## src/rtl/regbus_sequencer_pkg.sv

```systemverilog
`default_nettype none
// ============================================================================
// Module      : regbus_sequencer_pkg
// Description : Shared constants, table entry type and FSM encoding for the
//               register-bus sequencer.
// Revision    : 1.0 - initial release
// ============================================================================
package regbus_sequencer_pkg;

    // Own register window: word address bits [11:10] == 2'b11
    localparam logic [1:0] c_own_base  = 2'b11;

    // Offsets inside the own window (word address bits [9:0])
    localparam logic [9:0] c_off_ctrl  = 10'h000;
    localparam logic [9:0] c_off_runs  = 10'h001;
    localparam logic [9:0] c_off_table = 10'h010;

    // Table index width: enough for the deepest supported table (15)
    localparam int c_idx_w = 4;

    // One table entry: peripheral word address plus write data (44 bits)
    typedef struct packed {
        logic [11:0] addr;
        logic [31:0] data;
    } seq_entry_t;

    // Sequencer FSM encoding
    typedef enum logic [1:0] {
        ST_IDLE     = 2'd0,
        ST_RUN      = 2'd1,
        ST_ACK      = 2'd2,
        ST_WAIT_LOW = 2'd3
    } seq_state_t;

    // Table slot for an own-window offset: entries occupy offset pairs
    // starting at c_off_table (even = address, odd = data).
    function automatic logic [8:0] table_slot(input logic [9:0] off);
        return 9'((off - c_off_table) >> 1);
    endfunction

endpackage
`default_nettype wire

```

## src/rtl/regbus_seq_table.sv

```systemverilog
`default_nettype none
// ============================================================================
// Module      : regbus_seq_table
// Description : N_ENTRIES x 44-bit write table. One host write port (address
//               and data halves written separately), two combinational read
//               ports (host readback and sequencer issue).
// Revision    : 1.0 - initial release
// ============================================================================
module regbus_seq_table
    import regbus_sequencer_pkg::*;
#(
    parameter int N_ENTRIES = 8
) (
    input  logic               clk,
    input  logic               nreset,
    input  logic               wr_addr_en,
    input  logic               wr_data_en,
    input  logic [c_idx_w-1:0] wr_idx,
    input  logic [31:0]        wr_data,
    input  logic [c_idx_w-1:0] host_idx,
    output seq_entry_t         host_entry,
    input  logic [c_idx_w-1:0] seq_idx,
    output seq_entry_t         seq_entry
);

    seq_entry_t r_entry [N_ENTRIES];

    // Register file: cleared on reset, host writes one half per access
    always_ff @(posedge clk or negedge nreset) begin
        if (!nreset) begin
            for (int i = 0; i < N_ENTRIES; i++) begin
                r_entry[i] <= '0;
            end
        end else begin
            for (int i = 0; i < N_ENTRIES; i++) begin
                if (wr_addr_en && (wr_idx == c_idx_w'(i))) begin
                    r_entry[i].addr <= wr_data[11:0];
                end
                if (wr_data_en && (wr_idx == c_idx_w'(i))) begin
                    r_entry[i].data <= wr_data;
                end
            end
        end
    end

    // Read ports: out-of-range indices return zero
    always_comb begin
        host_entry = '0;
        seq_entry  = '0;
        for (int i = 0; i < N_ENTRIES; i++) begin
            if (host_idx == c_idx_w'(i)) begin
                host_entry = r_entry[i];
            end
            if (seq_idx == c_idx_w'(i)) begin
                seq_entry = r_entry[i];
            end
        end
    end

endmodule
`default_nettype wire

```

## src/rtl/regbus_sequencer.sv

```systemverilog
`default_nettype none
// ============================================================================
// Module      : regbus_sequencer
// Description : Arbitrates the 12-bit word-addressed peripheral register bus
//               between the host bridge and a write sequencer that replays a
//               programmed table whenever the timing-change status rises.
// Revision    : 1.0 - initial release
// ============================================================================
module regbus_sequencer
    import regbus_sequencer_pkg::*;
#(
    parameter int N_ENTRIES = 8
) (
    input  logic        clk,
    input  logic        nreset,
    input  logic        h_valid,
    input  logic        h_wr,
    input  logic [11:0] h_addr,
    input  logic [31:0] h_wdata,
    output logic [31:0] h_rdata,
    output logic        h_rvalid,
    output logic        b_valid,
    output logic        b_wr,
    output logic [11:0] b_addr,
    output logic [31:0] b_wdata,
    input  logic [31:0] b_rdata,
    input  logic        trig,
    output logic        trig_ack,
    output logic        busy
);

    localparam logic [c_idx_w-1:0] c_n = c_idx_w'(N_ENTRIES);

    seq_state_t         r_state;
    seq_state_t         w_state_nx;
    logic [c_idx_w-1:0] r_idx;
    logic [c_idx_w-1:0] w_idx_nx;
    logic               w_seq_issue;

    logic               r_en;
    logic [3:0]         r_count;
    logic [15:0]        r_runs;
    logic [c_idx_w-1:0] w_eff;

    // Host-side decode in the issue cycle
    logic               w_own;
    logic [9:0]         w_off;
    logic [8:0]         w_slot;
    logic               w_slot_ok;
    logic               w_own_wr;
    logic               w_ctrl_wr;
    logic               w_tbl_wr;

    // Host pipeline stage 1 (bus cycle / own-register read cycle)
    logic               r_host_pend;
    logic               r_per_rd;
    logic               r_own_rd;
    logic [9:0]         r_own_off;
    logic [8:0]         w_rd_slot;
    logic               w_rd_slot_ok;
    logic [31:0]        w_own_rdata;

    seq_entry_t         w_host_entry;
    seq_entry_t         w_seq_entry;

    assign w_own     = (h_addr[11:10] == c_own_base);
    assign w_off     = h_addr[9:0];
    assign w_slot    = table_slot(w_off);
    assign w_slot_ok = (w_off >= c_off_table) && (w_slot < 9'(N_ENTRIES));
    assign w_own_wr  = h_valid && h_wr && w_own;
    assign w_ctrl_wr = w_own_wr && (w_off == c_off_ctrl);
    assign w_tbl_wr  = w_own_wr && w_slot_ok;

    assign w_rd_slot    = table_slot(r_own_off);
    assign w_rd_slot_ok = (r_own_off >= c_off_table) && (w_rd_slot < 9'(N_ENTRIES));

    assign w_eff = (r_count > c_n) ? c_n : r_count;
    assign busy  = (r_state != ST_IDLE);

    regbus_seq_table #(
        .N_ENTRIES (N_ENTRIES)
    ) u_table (
        .clk        (clk),
        .nreset     (nreset),
        .wr_addr_en (w_tbl_wr && !w_off[0]),
        .wr_data_en (w_tbl_wr && w_off[0]),
        .wr_idx     (w_slot[c_idx_w-1:0]),
        .wr_data    (h_wdata),
        .host_idx   (w_rd_slot[c_idx_w-1:0]),
        .host_entry (w_host_entry),
        .seq_idx    (r_idx),
        .seq_entry  (w_seq_entry)
    );

    // CTRL register: host writes apply at the end of the access cycle
    always_ff @(posedge clk or negedge nreset) begin
        if (!nreset) begin
            r_en    <= 1'b0;
            r_count <= 4'd0;
        end else if (w_ctrl_wr) begin
            r_en    <= h_wdata[0];
            r_count <= h_wdata[11:8];
        end
    end

    // FSM state and table index register
    always_ff @(posedge clk or negedge nreset) begin
        if (!nreset) begin
            r_state <= ST_IDLE;
            r_idx   <= '0;
        end else begin
            r_state <= w_state_nx;
            r_idx   <= w_idx_nx;
        end
    end

    // FSM next state; a sequencer op may only take a cycle free of host ops
    always_comb begin
        w_state_nx  = r_state;
        w_idx_nx    = r_idx;
        w_seq_issue = 1'b0;
        case (r_state)
            ST_IDLE: begin
                if (r_en && trig) begin
                    w_idx_nx   = '0;
                    w_state_nx = (w_eff == '0) ? ST_ACK : ST_RUN;
                end
            end
            ST_RUN: begin
                if (!r_en) begin
                    w_state_nx = ST_IDLE;
                end else if (!h_valid) begin
                    w_seq_issue = 1'b1;
                    // >= rather than == keeps the run finite if COUNT shrinks mid-run
                    if (({1'b0, r_idx} + 5'd1) >= {1'b0, w_eff}) begin
                        w_state_nx = ST_ACK;
                    end else begin
                        w_idx_nx = r_idx + 1'b1;
                    end
                end
            end
            ST_ACK: begin
                w_state_nx = ST_WAIT_LOW;
            end
            ST_WAIT_LOW: begin
                if (!trig) begin
                    w_state_nx = ST_IDLE;
                end
            end
            default: begin
                w_state_nx = ST_IDLE;
            end
        endcase
    end

    // Acknowledge pulse and completed-run counter
    always_ff @(posedge clk or negedge nreset) begin
        if (!nreset) begin
            trig_ack <= 1'b0;
            r_runs   <= 16'd0;
        end else begin
            trig_ack <= (r_state == ST_ACK);
            if (r_state == ST_ACK) begin
                r_runs <= r_runs + 16'd1;
            end
        end
    end

    // Issue stage: host peripheral op has priority over the sequencer
    always_ff @(posedge clk or negedge nreset) begin
        if (!nreset) begin
            b_valid <= 1'b0;
            b_wr    <= 1'b0;
            b_addr  <= 12'd0;
            b_wdata <= 32'd0;
        end else if (h_valid && !w_own) begin
            b_valid <= 1'b1;
            b_wr    <= h_wr;
            b_addr  <= h_addr;
            b_wdata <= h_wdata;
        end else if (w_seq_issue) begin
            b_valid <= 1'b1;
            b_wr    <= 1'b1;
            b_addr  <= w_seq_entry.addr;
            b_wdata <= w_seq_entry.data;
        end else begin
            b_valid <= 1'b0;
            b_wr    <= 1'b0;
            b_addr  <= 12'd0;
            b_wdata <= 32'd0;
        end
    end

    // Host pipeline stage 1: remember what kind of response is owed
    always_ff @(posedge clk or negedge nreset) begin
        if (!nreset) begin
            r_host_pend <= 1'b0;
            r_per_rd    <= 1'b0;
            r_own_rd    <= 1'b0;
            r_own_off   <= 10'd0;
        end else begin
            r_host_pend <= h_valid;
            r_per_rd    <= h_valid && !h_wr && !w_own;
            r_own_rd    <= h_valid && !h_wr && w_own;
            r_own_off   <= w_off;
        end
    end

    // Own-register read mux, evaluated in the cycle after the request
    always_comb begin
        w_own_rdata = 32'd0;
        if (r_own_off == c_off_ctrl) begin
            w_own_rdata = {busy, 11'd0, r_idx, 4'd0, r_count, 7'd0, r_en};
        end else if (r_own_off == c_off_runs) begin
            w_own_rdata = {16'd0, r_runs};
        end else if (w_rd_slot_ok) begin
            w_own_rdata = r_own_off[0] ? w_host_entry.data : {20'd0, w_host_entry.addr};
        end
    end

    // Host pipeline stage 2: response; writes return zero
    always_ff @(posedge clk or negedge nreset) begin
        if (!nreset) begin
            h_rvalid <= 1'b0;
            h_rdata  <= 32'd0;
        end else begin
            h_rvalid <= r_host_pend;
            if (r_per_rd) begin
                h_rdata <= b_rdata;
            end else if (r_own_rd) begin
                h_rdata <= w_own_rdata;
            end else begin
                h_rdata <= 32'd0;
            end
        end
    end

endmodule
`default_nettype wire

```

## config.mk

```make
export PLATFORM = sky130hd
export DESIGN_NAME = regbus_sequencer
export DESIGN_NICKNAME = d
export VERILOG_FILES = /design/src/rtl/regbus_sequencer_pkg.sv /design/src/rtl/regbus_seq_table.sv /design/src/rtl/regbus_sequencer.sv
export SDC_FILE = /design/constraint.sdc
export NUM_CORES = 1
export LEC_CHECK = 0
export ABC_CLOCK_PERIOD_IN_PS = 7700
export CORE_MARGIN = 2
export CORE_UTILIZATION = 40
export CTS_CLUSTER_DIAMETER = 60
export CTS_CLUSTER_SIZE = 16
export DETAILED_ROUTE_END_ITERATION = 7
export PLACE_DENSITY = 0.68
export SETUP_SLACK_MARGIN = 0.5
export SYNTH_ARGS = -nofsm -noshare
export SYNTH_HDL_FRONTEND = slang
export SYNTH_SLANG_ARGS = --single-unit
export TNS_END_PERCENT = 10
```

## constraint.sdc

```tcl
create_clock -name clk -period 7.7 [get_ports clk]
set_clock_uncertainty 0.05 [all_clocks]
set_input_delay 2.31 -clock clk [delete_from_list [all_inputs] [get_ports clk]]
set_output_delay 2.31 -clock clk [all_outputs]
set_load 0.05 [all_outputs]
```

==> metrics.txt <==
cells after synthesis=about 2300; Design Power=4954 uW; Post-Syn Area=between 0.02 and 0.025 mm^2; FF+latch count, synth=472; largest net degree at the start of global routing=139; final instance area=0.02816 mm^2; critical path capture point type=flop; slew of the pin with the lowest slew margin=1.346 ns; Remaining DRCs=0; crit path kind=input port to flop; vias in the first global route=20732; Max Cap Viol=0; commonest cells after routing, fill and taps aside=dfrtp_1 (469), mux2_2 (342), nand2_1 (197); worst-path fanout max=23; DIE HEIGHT=252.5 um; Critical Path RT=8.08 ns; Cell Rows=91; Yosys cell types=77; nets@finish=2437; Yosys warning total=0; Final Util=0.4588; full die area=around 0.064 mm^2; Cells after DPL=3097; Vias per Instance=6.533; detailed-router iteration count before antenna repair=6; post-synth top area cell=dfrtp_1; Setup-failing EPs final=0; initial antenna violation count=7; WP data arrival=5.28 ns; I/O pin cnt=162; Core ar.=slightly above 0.06 mm^2; R2R setup slack=3.63 ns; port bufs=161; dpl hpwl=54.21 mm; hold buffer count at cts=0; Synth Net Count=2395; share of the synthesized area in the top cell type=0.4780; VDD IR max=0.1317 mV; layout cells sized above 1=0.2154; top cells by area, synth=dfrtp_1 (48%), mux2_2 (16%), o21ai_0 (3.3%), nand2_1 (3.0%), a21oi_1 (3.0%); syn_area_per_cell=10.72 um^2; final antenna-violating net count=0; Remaining Overflow, GRT=0; vias post-DR=20605; Max clock buf depth=3; Setup TNS=0 ns; Max Fclk=slightly above 200 MHz; reg-to-reg startpoint=r_idx[0]$_DFFE_PN0P_; Hold/Removal Path Class=flop to flop; Synth Flop Type=dfrtp_1; Initial Utilization=0.4026; Worst-Skew Late Latency=0.56 ns; min-delay src=r_host_pend$_DFF_PN0_; fin. max-slew vios=0; die width=252.5 um; post-CTS sizing=0; Clock transition at path regs=0.07 ns; WL final=88.18 mm; GRT Overall Usage=0.2725; CTS tree=yes; sequential share of the synthesized area=0.4780; cts bufs inserted=38; root buf cell=clkbuf_16; Async SR Flop Fraction=1.000; Area after DPL=0.02697 mm^2; crit path time final=between 4 and 5 ns; H-tree depth=2; pwr dens=roughly 180 mW/mm^2; startpoint class of the critical path=input port; Crit. Startpoint=h_addr[9]; Synth-to-Final Area Change=13.96%; DRC marker count from the first detailed-route iteration=2362; normalized max-slew margin=0.1024; fin crit share=0.6354; Lkg Pwr=0.01236 uW; WL per Instance=27.96 um; RSZ-0062 raised after global routing=no; Fin. Hold Viols=0; Post-synth EDFFs=0; outcome=finished, final reports clean; first-pass GRT wire length=roughly 130 mm; # Post-CTS Setup Buffers=0; clock sinks=472; Final Non-Filler Cells=3154; commonest non-fill, non-tap cell in the layout=dfrtp_1; RePlAce Congestion=about 0.91
-- synth_stat cells (10+ instances only) --
master,instances
a31o_2,10
a221o_1,43
nand3_1,26
o22ai_1,77
buf_2,47
mux2i_1,66
nor2b_1,28
inv_1,14
xnor2_1,14
clkbuf_1,141
mux2_4,10
nand2_1,197
a211oi_1,44
nor2_1,76
dfrtp_1,472
nand2b_1,12
mux2_1,10
o21ai_0,163
a22oi_1,35
a21oi_1,147
mux2_2,342
nand3b_1,93
buf_1,18
nor4_1,46
a31oi_1,19
-- layout make-up --
| class | instances | area [um^2] |
|---|---|---|
| Inverter | 17 | 63.81 |
| Antenna cell | 1 | 2.502 |
| Tap cell | 790 | 988.4 |
| Clock inverter | 7 | 110.1 |
| Fill cell | 5457 | 33210 |
| Sequential cell | 472 | 11820 |
| Multi-Input combinational cell | 1609 | 12070 |
| Clock buffer | 49 | 1076 |
| Timing Repair Buffer | 209 | 2027 |
-- stage by stage --
step,hold slack (ns),worst slack (ns)
after global routing,0.3062,2.719
after floorplan,0.2812,3.562
after detailed placement,0.2941,2.295
final,0.3115,2.808
after global placement,0.2876,2.328
after CTS,0.3075,2.873
-- power by group --
part | leakage [uW] | total, uW | internal (uW) | switching [uW]
Sequential | 0.00651 | 2530 | 2500 | 23.1
Clock | 0.000575 | 1990 | 1050 | 937
Combinational | 0.00528 | 437 | 132 | 305
Total | 0.0124 | 4950 | 3690 | 1270
-- worst paths after layout --
check,endpoint,cells after the start
setup / recovery,u_table.r_entry[337]$_DFFE_PN0P_,7
min in group asynchronous,u_table.r_entry[45]$_DFFE_PN0P_,1
hold reg to reg,h_rvalid$_DFF_PN0_,0
max in group asynchronous,h_rdata[26]$_DFF_PN0_,2
hold / removal,h_rvalid$_DFF_PN0_,0
setup reg to reg,r_idx[2]$_DFFE_PN0P_,10
-- per-layer routing --
metal	part of all wire	track usage	vias up
met5	0.00077	0	-
met4	0.053	0.1391	12
met3	0.11	0.07384	335
met2	0.45	0.4192	1314
met1	0.39	0.3526	10342
li1	-	-	8602
-- registers in the layout, indices dropped and copies added, names as in the netlist --
name             flops
h_rdata             32
u_table.r_entry    352
b_addr              12
r_own_rd             1
trig_ack             1
b_valid              1
r_per_rd             1
b_wdata             32
r_en                 1
h_rvalid             1
r_host_pend          1
b_wr                 1
r_idx                4
r_runs              16
r_state              2
r_own_off           10
r_count              4
-- cell families (layout without fill, tap and decap cells) --
family	count (synthesis)	count (layout)	synth area share
AND/OR/NAND/NOR	536	536	0.1169
other	0	1	0
AO/OA/AOI/OAI	611	611	0.1568
XOR/XNOR	16	16	0.005671
flip-flops	472	472	0.4780
multiplexers	437	437	0.2014
buffers and inverters	224	282	0.03671
adder cells (fa/ha/maj)	9	9	0.004557
-- worst max-delay path, cell delays in order --
cell	delay [ns]
clkdlybuf4s50_1	0.45
or3_1	0.48
nor2_2	0.21
nand3_4	0.20
nor4_4	0.93
buf_12	0.29
mux2_2	0.36
Note: power is estimated with default switching activity, not from simulation.
==> RTL edit: new RTL, same settings <==
`N_ENTRIES` is set to 8 in 2 places; all go to 4.
--- a/src/rtl/regbus_seq_table.sv
+++ b/src/rtl/regbus_seq_table.sv
@@ -10,5 +10,5 @@
     import regbus_sequencer_pkg::*;
 #(
-    parameter int N_ENTRIES = 8
+    parameter int N_ENTRIES = 4
 ) (
     input  logic               clk,
--- a/src/rtl/regbus_sequencer.sv
+++ b/src/rtl/regbus_sequencer.sv
@@ -10,5 +10,5 @@
     import regbus_sequencer_pkg::*;
 #(
-    parameter int N_ENTRIES = 8
+    parameter int N_ENTRIES = 4
 ) (
     input  logic        clk,
Check against the original RTL: not equivalent (Yosys sat finds a counterexample within 4 cycles, from zero or initial values and one cycle with nreset low).
==> RTL edit against the unedited design <==
- sequential cell count down 176
- routed wire length down 53%
- combinational power down 23%
- first-iteration DRC count down 53%
- sequential share of layout area up 1.8 points
- non-clock buffer count down 31
- global-route usage down 4.7 points
- area after synthesis down 43%
- total power down 33%
- via count down 49%
- setup slack better by 0.39 ns
- clock power down 30%
- design area down 40%
- synthesized cell count down 47%
- critical path type unchanged
- largest cell class is now sequential cells
- highest routed layer unchanged
==> RTL edit: results (changes against the unedited design) <==
gr usage total=22.56% (was 27.25%); Max clock buf depth=3 (unchanged); cell count after synthesis=1218 (was 2305); vias in the first global route=10.53k (was 20.73k); Ys Warns=0 (unchanged); H-tree depth=1 (was 2); Slew Limit Fails=0 (unchanged); clock-pin slew of the registers on the worst-case setup and hold paths=0.07 ns (about the same); first-pass GRT wire length=63.36 mm (was 131.6 mm); dpl hpwl=25.73 mm (was 54.21 mm); commonest cells in the netlist=dfrtp_1, nand2_1, mux2_2 (was dfrtp_1, mux2_2, nand2_1); largest net degree at the start of global routing=91 (was 139); crit path DAT=4.88 ns (was 5.28 ns); IO Port Bufs=161 (unchanged); slowest cell delay on critical path=0.89 ns (was 0.93 ns); CTS root buffer=clkbuf_16 (unchanged); Hold EP=h_rvalid (unchanged); final wirelength=41.30 mm (was 88.18 mm); cts bufs inserted=26 (was 38); Hold Crit Class=register to register (unchanged); First-pass DRT Iterations=6 (unchanged); Critical-path top delay cell=nor3_2 (was nor4_4); NumNets Final=1421 (was 2437); RR Startpoint=r_own_off[1] (was r_idx[0]); syn_nets=1308 (was 2395); r2r setup slk=4.36 ns (was 3.63 ns); layout cell share with drive strength beyond 1=20.71% (was 21.54%); status=finished clean (unchanged); Worst Tran Pin Value=1.147 ns (was 1.346 ns); FF-to-FF End=h_rdata[4] (was r_idx[2]); Yosys cell types=64 (was 77); switch share=25.71% (was 25.54%); register area share after synthesis=52.48% (was 47.80%); Vias=10.46k (was 20.61k); CP Max Fanout=12 (was 23); Clock Latency Late Sink=0.56 ns (about the same); top cells by area, synth=dfrtp_1, mux2_2, o21ai_0 (unchanged); Starting DRT DRC Count=1121 (was 2362); fraction of registers with async set/reset=100.0% (unchanged); RePlAce Congestion=0.8272 (was 0.9146); post-cts sizing count=0 (unchanged); biggest regs=u_table.r_entry x176, b_wdata x32, h_rdata x32 (was u_table.r_entry x352, b_wdata x32, h_rdata x32); Peak VDD IR=0.1273 mV (was 0.1317 mV); Leak=0.007471 uW (was 0.01236 uW); Filler Cell Count=3056 (was 5457); worst hold path depth=0 (unchanged); WL/cell=22.89 um (was 27.96 um); antenna violations before repair=3 (was 7); Cells after DPL=1758 (was 3097); Worst Reg-to-Reg Cells=6 (was 10)
## RTL edit: cell count changes after synthesis, sizes merged, moves of 41 or more
cell | before | now
a211oi | 44 | 3
clkbuf | 141 | 55
nor4 | 49 | 1
a21oi | 147 | 7
mux2i | 66 | 3
nand3b | 93 | 1
dfrtp | 472 | 296
nor2 | 77 | 14
o22ai | 77 | 14
mux2 | 362 | 213
## RTL edit: power by group through the flow
stage | registers [uW] | logic, uW | clock network [uW]
after floorplan | 1690 | 95.0 | 0
after CTS | 1600 | 338 | 1420
after detailed placement | 1630 | 337 | 0
after global routing | 1610 | 357 | 1480
after global placement | 1630 | 335 | 0
final | 1600 | 335 | 1400
## RTL edit: layer usage
metal | vias up | routed length [um] | track usage [%] | part of all wire (%)
li1 | 4668 | - | - | -
met1 | 5339 | 17840 | 31.78 | 43
met2 | 393 | 19180 | 35.60 | 46
met3 | 60 | 3491 | 4.604 | 8.5
met4 | 4 | 758 | 5.710 | 1.8
met5 | - | 25 | 0 | 0.061
## RTL edit: cell type report
type,instances,area [sq um],share of cell area (%)
diodes,2,5.005,0.02959
clock buffers,31,700.7,4.143
clock inverters,13,192.7,1.139
inverters,8,30.03,0.1775
multi-input cells,821,6264,37.03
flip-flops and latches,296,7408,43.80
well taps,455,569.3,3.366
repair buffers,178,1744,10.31
## RTL edit: cells by family (layout without fill, tap and decap cells)
family | Yosys count | after routing | share of synthesized area, %
other | 1 | 3 | 0.02657
xor gates and xnor gates | 16 | 16 | 0.9928
AOI/OAI and AO/OA | 293 | 293 | 12.87
DFF | 296 | 296 | 52.48
buffers and inverters | 101 | 230 | 3.413
and+or+nand+nor | 266 | 266 | 9.024
muxes | 236 | 236 | 20.40
adders and majority gates | 9 | 9 | 0.7978
## RTL edit: worst max-delay path by stage
stage | startpoint | to | depth (start not counted)
2_1_floorplan | h_addr[9] | u_table.r_entry[46] | 6
3_3_place_gp | h_wr | u_table.r_entry[175] | 6
3_5_place_dp | h_wr | u_table.r_entry[173] | 6
4_1_cts | h_wr | u_table.r_entry[173] | 6
5_1_grt | h_wr | u_table.r_entry[164] | 6
6_report | h_wr | u_table.r_entry[165] | 6
## RTL edit: per-stage QoR
step	worst slack [ns]	instance area (sq um)	hold slack (ns)	power [uW]	utilization (%)
finish	3.200	16910	0.3024	3337	48.84
global route	3.110	16910	0.3107	3448	48.83
floorplan	3.853	14110	0.2812	1789	-
detailed placement	2.700	16020	0.2887	1971	46.25
global placement	2.715	16020	0.2899	1968	46.25
CTS	3.269	16910	0.3040	3361	48.83
## RTL edit: worst max-delay path, delay by kind of cell
family / cells / cell delay, ns
simple gates: 4 / 1.58
buf+inv: 1 / 0.55
mux: 1 / 0.42
